<file path="src/rtl/ps2_keyboard_rx.sv">
// PS/2 keyboard receiver: synchronises and deglitches the keyboard clock, frames 11-bit
// packets, and reports make codes (with E0 prefix) to the MCU via SCANCODE/INTRPT.
module ps2_keyboard_rx #(
   parameter int unsigned FILTER_LEN     = 8,
   parameter int unsigned TIMEOUT_CYCLES = 100000,
   parameter int unsigned INTR_CYCLES    = 4
) (
   input  logic       CLK,
   input  logic       RESET_N,
   input  logic       PS2CLK,
   input  logic       PS2DATA,
   output logic [7:0] SCANCODE,
   output logic       INTRPT,
   output logic       EXTENDED,
   output logic       ERROR
);

   localparam int unsigned FiltW = $clog2(FILTER_LEN + 1);
   localparam int unsigned ToW   = $clog2(TIMEOUT_CYCLES + 1);
   localparam int unsigned IntrW = $clog2(INTR_CYCLES + 1);

   typedef enum logic [1:0] {StIdle, StRecv, StCheck} state_e;

   state_e           state_q, state_d;
   logic [1:0]       clk_sync_q, data_sync_q;
   logic             filt_q, filt_d;
   logic [FiltW-1:0] filt_cnt_q, filt_cnt_d;
   logic [3:0]       bit_cnt_q, bit_cnt_d;
   logic [9:0]       shift_q, shift_d;
   logic [ToW-1:0]   to_cnt_q, to_cnt_d;
   logic             ext_flag_q, ext_flag_d;
   logic             brk_flag_q, brk_flag_d;
   logic [7:0]       scancode_q, scancode_d;
   logic             extended_q, extended_d;
   logic [IntrW-1:0] intr_cnt_q, intr_cnt_d;
   logic             error_q, error_d;

   logic       clk_s, data_s;
   logic       fall;
   logic       timeout;
   logic [7:0] frame_byte;
   logic       frame_ok;

   // Synchronisers reset to 1 so an idle bus looks idle straight out of reset.
   always_ff @(posedge CLK or negedge RESET_N) begin
      if (!RESET_N) begin
         clk_sync_q  <= 2'b11;
         data_sync_q <= 2'b11;
      end else begin
         clk_sync_q  <= {clk_sync_q[0], PS2CLK};
         data_sync_q <= {data_sync_q[0], PS2DATA};
      end
   end

   assign clk_s  = clk_sync_q[1];
   assign data_s = data_sync_q[1];

   // Filtered clock flips only after FILTER_LEN consecutive samples disagree with it.
   always_comb begin
      filt_d     = filt_q;
      filt_cnt_d = '0;
      if (clk_s != filt_q) begin
         if (filt_cnt_q == FiltW'(FILTER_LEN - 1)) begin
            filt_d = clk_s;
         end else begin
            filt_cnt_d = filt_cnt_q + 1'b1;
         end
      end
   end

   always_ff @(posedge CLK or negedge RESET_N) begin
      if (!RESET_N) begin
         filt_q     <= 1'b1;
         filt_cnt_q <= '0;
      end else begin
         filt_q     <= filt_d;
         filt_cnt_q <= filt_cnt_d;
      end
   end

   assign fall       = filt_q & ~filt_d;
   assign timeout    = (state_q == StRecv) && !fall && (to_cnt_q == ToW'(TIMEOUT_CYCLES - 1));
   assign frame_byte = shift_q[7:0];
   assign frame_ok   = (^shift_q[8:0]) & shift_q[9];

   // FSM state register
   always_ff @(posedge CLK or negedge RESET_N) begin
      if (!RESET_N) begin
         state_q <= StIdle;
      end else begin
         state_q <= state_d;
      end
   end

   // FSM next state
   always_comb begin
      state_d = state_q;
      unique case (state_q)
         StIdle: begin
            if (fall && !data_s) begin
               state_d = StRecv;
            end
         end
         StRecv: begin
            if (timeout) begin
               state_d = StIdle;
            end else if (fall && (bit_cnt_q == 4'd10)) begin
               state_d = StCheck;
            end
         end
         StCheck: state_d = StIdle;
         default: state_d = StIdle;
      endcase
   end

   // FSM outputs and datapath next state
   always_comb begin
      bit_cnt_d  = bit_cnt_q;
      shift_d    = shift_q;
      to_cnt_d   = to_cnt_q;
      ext_flag_d = ext_flag_q;
      brk_flag_d = brk_flag_q;
      scancode_d = scancode_q;
      extended_d = extended_q;
      error_d    = 1'b0;
      intr_cnt_d = (intr_cnt_q != '0) ? intr_cnt_q - 1'b1 : intr_cnt_q;

      unique case (state_q)
         StIdle: begin
            to_cnt_d  = '0;
            bit_cnt_d = (fall && !data_s) ? 4'd1 : 4'd0;
         end
         StRecv: begin
            if (timeout) begin
               error_d    = 1'b1;
               ext_flag_d = 1'b0;
               brk_flag_d = 1'b0;
               bit_cnt_d  = '0;
               to_cnt_d   = '0;
            end else if (fall) begin
               // LSB-first: after ten shifts bit 0 holds D0 and bit 9 holds the stop bit.
               shift_d   = {data_s, shift_q[9:1]};
               bit_cnt_d = bit_cnt_q + 4'd1;
               to_cnt_d  = '0;
            end else begin
               to_cnt_d = to_cnt_q + 1'b1;
            end
         end
         StCheck: begin
            bit_cnt_d = '0;
            to_cnt_d  = '0;
            if (!frame_ok) begin
               error_d    = 1'b1;
               ext_flag_d = 1'b0;
               brk_flag_d = 1'b0;
            end else if (frame_byte == 8'hE0) begin
               ext_flag_d = 1'b1;
            end else if (frame_byte == 8'hF0) begin
               brk_flag_d = 1'b1;
            end else if (brk_flag_q) begin
               ext_flag_d = 1'b0;
               brk_flag_d = 1'b0;
            end else begin
               scancode_d = frame_byte;
               extended_d = ext_flag_q;
               ext_flag_d = 1'b0;
               intr_cnt_d = IntrW'(INTR_CYCLES);
            end
         end
         default: begin
            bit_cnt_d = '0;
            to_cnt_d  = '0;
         end
      endcase
   end

   always_ff @(posedge CLK or negedge RESET_N) begin
      if (!RESET_N) begin
         bit_cnt_q  <= '0;
         shift_q    <= '0;
         to_cnt_q   <= '0;
         ext_flag_q <= 1'b0;
         brk_flag_q <= 1'b0;
         scancode_q <= '0;
         extended_q <= 1'b0;
         intr_cnt_q <= '0;
         error_q    <= 1'b0;
      end else begin
         bit_cnt_q  <= bit_cnt_d;
         shift_q    <= shift_d;
         to_cnt_q   <= to_cnt_d;
         ext_flag_q <= ext_flag_d;
         brk_flag_q <= brk_flag_d;
         scancode_q <= scancode_d;
         extended_q <= extended_d;
         intr_cnt_q <= intr_cnt_d;
         error_q    <= error_d;
      end
   end

   assign SCANCODE = scancode_q;
   assign EXTENDED = extended_q;
   assign INTRPT   = (intr_cnt_q != '0);
   assign ERROR    = error_q;

endmodule

</file>
<file path="config.mk">
export PLATFORM = sky130hd
export DESIGN_NAME = ps2_keyboard_rx
export DESIGN_NICKNAME = d
export VERILOG_FILES = /design/src/rtl/ps2_keyboard_rx.sv
export SDC_FILE = /design/constraint.sdc
export NUM_CORES = 1
export LEC_CHECK = 0
export ABC_AREA = 1
export CAP_MARGIN = 10
export CORE_ASPECT_RATIO = 0.7
export CORE_MARGIN = 2
export CORE_UTILIZATION = 55
export CTS_CLUSTER_DIAMETER = 50
export DETAILED_ROUTE_END_ITERATION = 7
export PLACE_DENSITY_LB_ADDON = 0.1
export SETUP_SLACK_MARGIN = 0.1
export SYNTH_ARGS = -nofsm -noshare
export SYNTH_HDL_FRONTEND = slang
export SYNTH_SLANG_ARGS = --single-unit
</file>
<file path="constraint.sdc">
create_clock -name CLK -period 2.1 [get_ports CLK]
set_clock_uncertainty 0.15 [all_clocks]
set_input_delay 0.315 -clock CLK [delete_from_list [all_inputs] [get_ports CLK]]
set_output_delay 0.315 -clock CLK [all_outputs]
set_load 0.02 [all_outputs]
</file>
=== Word level (Yosys, flattened, before mapping) ===
Cells that the tools add are included.

* Reduce and logical (&&, ||, !) cells: 15
* Add/sub/neg operators: 4
* Mux-type cells: 33
* Bitwise operators: 7
* Eq/ne operators: 14

{| class="wikitable"
|+ Operator list
! cell !! count
|-
| 17-bit two-way mux || 3
|-
| 3-bit two-way mux || 6
|-
| 17-bit by 1-bit adder with 17-bit output (second input constant) || 1
|-
| 17-bit equality test (second input constant) || 1
|-
| 8-bit equality test (second input constant) || 2
|-
| 4-bit two-way mux || 4
|-
| 1-bit two-way mux || 12
|-
| 3-bit AND reduction || 3
|-
| 9-bit XOR reduction || 1
|-
| 4-bit by 1-bit adder with 4-bit output (second input constant) || 2
|-
| 4-bit case mux with 2 select lines || 1
|-
| 2-bit two-way mux || 3
|-
| 3-bit != test (second input constant) || 2
|-
| 1-bit case mux with 2 select lines || 3
|-
| 1-bit NOT || 5
|-
| 5-bit AND reduction || 1
|-
| 4-bit by 3-bit equality test with 1-bit output (second input constant) || 1
|-
| 4-bit equality test (second input constant) || 1
|-
| 1-bit logical AND || 4
|-
| 2-bit != test (second input constant) || 2
|-
| 4-bit != test (second input constant) || 1
|-
| 2-bit case mux with 2 select lines || 1
|-
| 3-bit by 2-bit != test with 1-bit output (second input constant) || 1
|-
| 3-bit nonzero test || 1
|-
| 9 further kinds || 11
|}

* Word-level logic and storage cells: 87
* Output and inout port bits: 11
* Input port bits: 4
* Flip-flop bits (word level): 57

=== Logic depth before layout (Yosys ltp) ===
* Depth in word-level cells: 10
* Gate-level depth with buffers: 14

=== Worst setup path after synthesis ===
OpenSTA, ideal clock, no wires.

* Path type: reg2reg
* Start point: register shift_q[6]
* End point: register scancode_q[4], in the netlist SCANCODE[4]
* Clock period less this slack: 1.791 ns
* Required time: 1.824 ns
* Path slack: 0.309 ns
* Data arrival time: 1.515 ns
* Path buffers: 1
* Stages on the path, launching flop included: 13
* Path through: dfrtp_1 ha_1 inv_1 nand2_1 nand2_1 nand2_1 nand3_1 nand2_1 nor2_2 nand2_2 buf_4 nand2_1 o21ai_0

* Word-level cells in the longest chain between the ends: 3
* Elaborated cells on any way between the ends: 7

{| class="wikitable"
|+ RTL lines
! what !! RTL line !! RTL
|-
| start: declaration || 29 || <nowiki>logic [9:0] shift_q, shift_d;</nowiki>
|-
| start signal: assignment || 190 || <nowiki>shift_q <= shift_d;</nowiki>
|-
| 9-bit XOR reduction, or another cell as far along || 84 || <nowiki>assign frame_ok = (^shift_q[8:0]) & shift_q[9];</nowiki>
|-
| 1-bit bitwise AND or 1-bit NOT (tied branches) || -- ||
|-
| 5-bit AND reduction (no source line) * || -- ||
|-
| end signal: assignment || 194 || <nowiki>scancode_q <= scancode_d;</nowiki>
|-
| end: declaration || 33 || <nowiki>logic [7:0] scancode_q, scancode_d;</nowiki>
|}

Mark *: on every way between the ends. The rest lies on a longest branch, timed or not.
A chain may end at the register's enable or synchronous reset.

=== Final worst setup path ===
* Start point: register state_q[0]
* End point: register scancode_q[0], in the netlist SCANCODE[0]

* Word-level cells in the longest chain between the ends: 2

{| class="wikitable"
|+ RTL lines
! what !! RTL line !! RTL
|-
| start: declaration || 24 || <nowiki>state_e state_q, state_d;</nowiki>
|-
| start signal: assignment || 89 || <nowiki>state_q <= StIdle;</nowiki>
|-
| start signal: assignment || 91 || <nowiki>state_q <= state_d;</nowiki>
|-
| 2-bit equality test || 128 || <nowiki>unique case (state_q)</nowiki>
|-
| 5-bit AND reduction (no source line) || -- ||
|}

Every way passes these cells.

==> key figures <==
STA
  • Sum Neg Setup Slack: 0 ns
  • Pins Over Slew Limit: 0
  • Final min period: roughly 1.9 ns
  • Worst-margin pin slew: approximately 0.58 ns
  • RSZ-0062 raised after global routing: yes
  • Endpoints failing setup: 0
  • Fin. Hold Viols: 0
  • Period utilization: 91.6%
  • Crit path setup slack, layout: 0.177 ns
  • Fmax: 520 MHz
  • Slew margin rel.: 61.3%

Yosys
  • Number of synthesized register bits: 57
  • Syn_nets: 351
  • Syn Inst Count: 333
  • Sequential area share after synthesis: 50.8%
  • Post-synth cell types: 32
  • Synth warn: 0
  • Post-synthesis instance area: approximately 0.0028 mm2
  • Syn Area/Cell: 8.48 um2

Final layout
  • Nets: 387
  • Fraction of layout cells with a size suffix above 1: 19.8%
  • P&R area growth vs syn: 24.1%
  • Inserted Diodes: 0
  • Fin util: 72.0%
  • Fillers: 395

Pwr
  • Leakage: 1.62 nW
  • Pwr Density: 814 mW/mm2
  • Peak supply drop: 479 uV

CTS
  • Total CTS buffers: 9
  • Clock Latency Late Sink: 0.34 ns
  • Max clock buf depth: 2
  • CTS tree: yes
  • H-tree levels: 3
  • CTS root buf: clkbuf_8
  • Clock transition at path regs: 0.06 ns
  • Clock tree sinks: between 50 and 60

GRT
  • Total track usage: 21.1%
  • Global-route wire length before repair: between 9 and 10 mm
  • Grt total ovfl: 0
  • Number of global-route vias before repair: 2,021
  • Pin count of the biggest net entering global routing: 58
  • Initial antenna violation count: 0

Critical path
  • Critical path's largest stage delay: 0.48 ns
  • Critical Path, Cell by Cell: inv_1 -> ha_1 -> nand2_1 -> nor3_4 -> nand2_4 -> nand2_1 -> o21ai_0
  • Crit-path slowest cell: nor3_4
  • Startpoint Class: flop
  • CP delay by family, top: simple AND/OR/NAND/NOR gates
  • CP Max Fanout: 5
  • Worst path arrival time: 1.99 ns
  • Critical Path RT: 2.16 ns
  • Setup crit end kind: flop
  • Crit Path Category: flop to flop
  • Buf/Inv on CP: 1
  • Most used cell, CP: nand2_1

Placement
  • GP Congestion: 0.884
  • Buffers on Ports: 14
  • Place WS: ~0.057 ns
  • DPL Wire Length: 3.62 mm

Floorplanning
  • Rows: 21
  • Core area: 0.00486 mm2
  • Die extent in y: 63.9 um
  • Die W: approximately 90 um
  • Initial core utilization: about three fifths
  • Die area: between 0.005 and 0.006 mm2
  • Io pins: 15

Drt
  • Vias per inst: about 5.1
  • Initial DRT Pass Iterations: 4
  • M1 WL: 2.95 mm
  • Residual DRC: 0
  • Iter 0 DRT Violations: 167
  • Remaining antenna violation count: 0
  • DRT Wirelength: 5.88 mm
  • Met2 routed WL: 2.54 mm
  • Via count: 2,260
  • Uppermost layer routed: met4
  • Avg WL per Cell: 13.3 um
  • Met3 wire length: 284 um

Hold path
  • HP Class: flop to flop

Outcome
  • Run status: completed

Job
  • Max-cap violations: 0
[flip-flops by register name, indices dropped and copies added, names as in the netlist]
signal	count
to_cnt_q	17
clk_sync_q	2
brk_flag_q	1
SCANCODE	8
shift_q	10
ext_flag_q	1
data_sync_q	2
bit_cnt_q	4
filt_cnt_q	4
state_q	2
ERROR	1
intr_cnt_q	3
EXTENDED	1
filt_q	1
[worst reg2reg max path, cell delays in order, from the launching register on]
cell and delay (ns):
dfrtp_1 0.39, inv_1 0.12, ha_1 0.23, nand2_1 0.14
nor3_4 0.48, nand2_4 0.16, nand2_1 0.08, o21ai_0 0.07
[routing by layer]
metal	GRT usage (%)	vias to the layer above
met5	0	-
met2	28.7	43
met3	8.14	12
li1	-	1140
met4	7.84	0
met1	30.3	1065
[cell usage after synthesis]
library cell | count | area, um2
o21a_1 | 1 | 7.51
nand2_4 | 1 | 11.3
nor3_2 | 1 | 10.0
o21ai_2 | 1 | 8.76
nand2_2 | 3 | 18.8
inv_1 | 48 | 180
buf_6 | 2 | 22.5
a41oi_1 | 1 | 8.76
nand4_1 | 4 | 25.0
nand2_1 | 69 | 259
nor3_1 | 13 | 65.1
nor2_2 | 3 | 18.8
xor2_1 | 5 | 43.8
nor2_4 | 1 | 11.3
buf_4 | 1 | 7.51
nor2_1 | 32 | 120
dfrtp_1 | 52 | 1300
o21ai_1 | 2 | 10.0
xnor2_1 | 2 | 17.5
dfstp_2 | 5 | 131
o211a_1 | 1 | 10.0
buf_2 | 1 | 5.00
nand3_2 | 1 | 10.0
a21oi_1 | 11 | 55.1
ha_1 | 14 | 175
o22ai_1 | 2 | 12.5
inv_2 | 4 | 15.0
inv_4 | 1 | 6.26
nand3_1 | 17 | 85.1
clkbuf_1 | 1 | 3.75
o21ai_0 | 32 | 160
and3_1 | 1 | 6.26
[cell families after synthesis]
family,share of synthesized area [%]
compound gates,9.66
fa+ha+maj,6.21
buf+inv,8.51
simple gates,22.7
flops,50.8
xor+xnor,2.17
[report_power, final]
part	internal, W	switching [W]
Clock	0.000527	0.000402
Sequential	0.00119	0.0000561
Combinational	0.000253	0.000422
[area by class of cell]
cell class | count | area, um2 | area share [%]
repair buffers | 27 | 259 | 7.40
clock buffers | 16 | 180 | 5.14
inverters | 53 | 205 | 5.86
multi-input cells | 221 | 1340 | 38.2
flip-flops and latches | 57 | 1430 | 40.9
well taps | 69 | 86.3 | 2.47
[through the flow]
step / instance area, um2 / power [W] / hold slack (ns) / std cells
after CTS: 3240 / 0.00275 / 0.206 / 432
after global placement: 3050 / 0.00181 / 0.188 / 415
after global routing: 3500 / 0.00304 / 0.213 / 443
after floorplan: 2820 / 0.00165 / -0.131 / 333
after detailed placement: 3050 / 0.00181 / 0.187 / 415
final: 3500 / 0.00285 / 0.205 / 443
[cell usage in the layout, fill, tap and decap left out, types with 2 or more instances in the layout]
cell type        instances
nand2_2                 11
xnor2_1                  2
a21oi_1                 10
nor3_2                   2
nand3_1                 15
clkbuf_1                 4
buf_4                   10
nor2_4                   2
o22ai_1                  2
nand2_1                 60
buf_12                   2
clkdlybuf4s50_1         12
nor2_1                  29
xor2_1                   4
nor2_2                   5
nand4_1                  4
inv_2                    6
clkbuf_8                12
inv_1                   45
o21ai_1                  6
ha_1                    10
o21ai_0                 28
nand2_4                  4
nor3_1                  11
ha_4                     4
dfstp_2                  5
dfrtp_1                 52
nand3_2                  3
[worst paths after layout]
path | slack (ns) | from | end | cells after the start
max in group asynchronous | 1.13 | RESET_N | data_sync_q[1]$_DFF_PN1_ | 3
min in group asynchronous | 0.36 | RESET_N | to_cnt_q[14]$_DFF_PN0_ | 3
max | 0.18 | state_q[0]$_DFFE_PN0P_ | SCANCODE[0]$_DFFE_PN0P_ | 7
max reg2reg | 0.18 | state_q[0]$_DFFE_PN0P_ | SCANCODE[0]$_DFFE_PN0P_ | 7
min | 0.20 | data_sync_q[0]$_DFF_PN1_ | data_sync_q[1]$_DFF_PN1_ | 0
min reg2reg | 0.20 | data_sync_q[0]$_DFF_PN1_ | data_sync_q[1]$_DFF_PN1_ | 0
[timing repair]
item | 4_1_cts | 5_1_grt
gates cloned | 0 | 3
buffers inserted | 0 | 8
gates resized for setup | 2 | 37
hold buffers | 1 | 0
pin swaps | 0 | 7
setup endpoints to repair | 11 | 26
hold endpoints to repair | 52 | 0
Power figures use the tool's default switching activity.
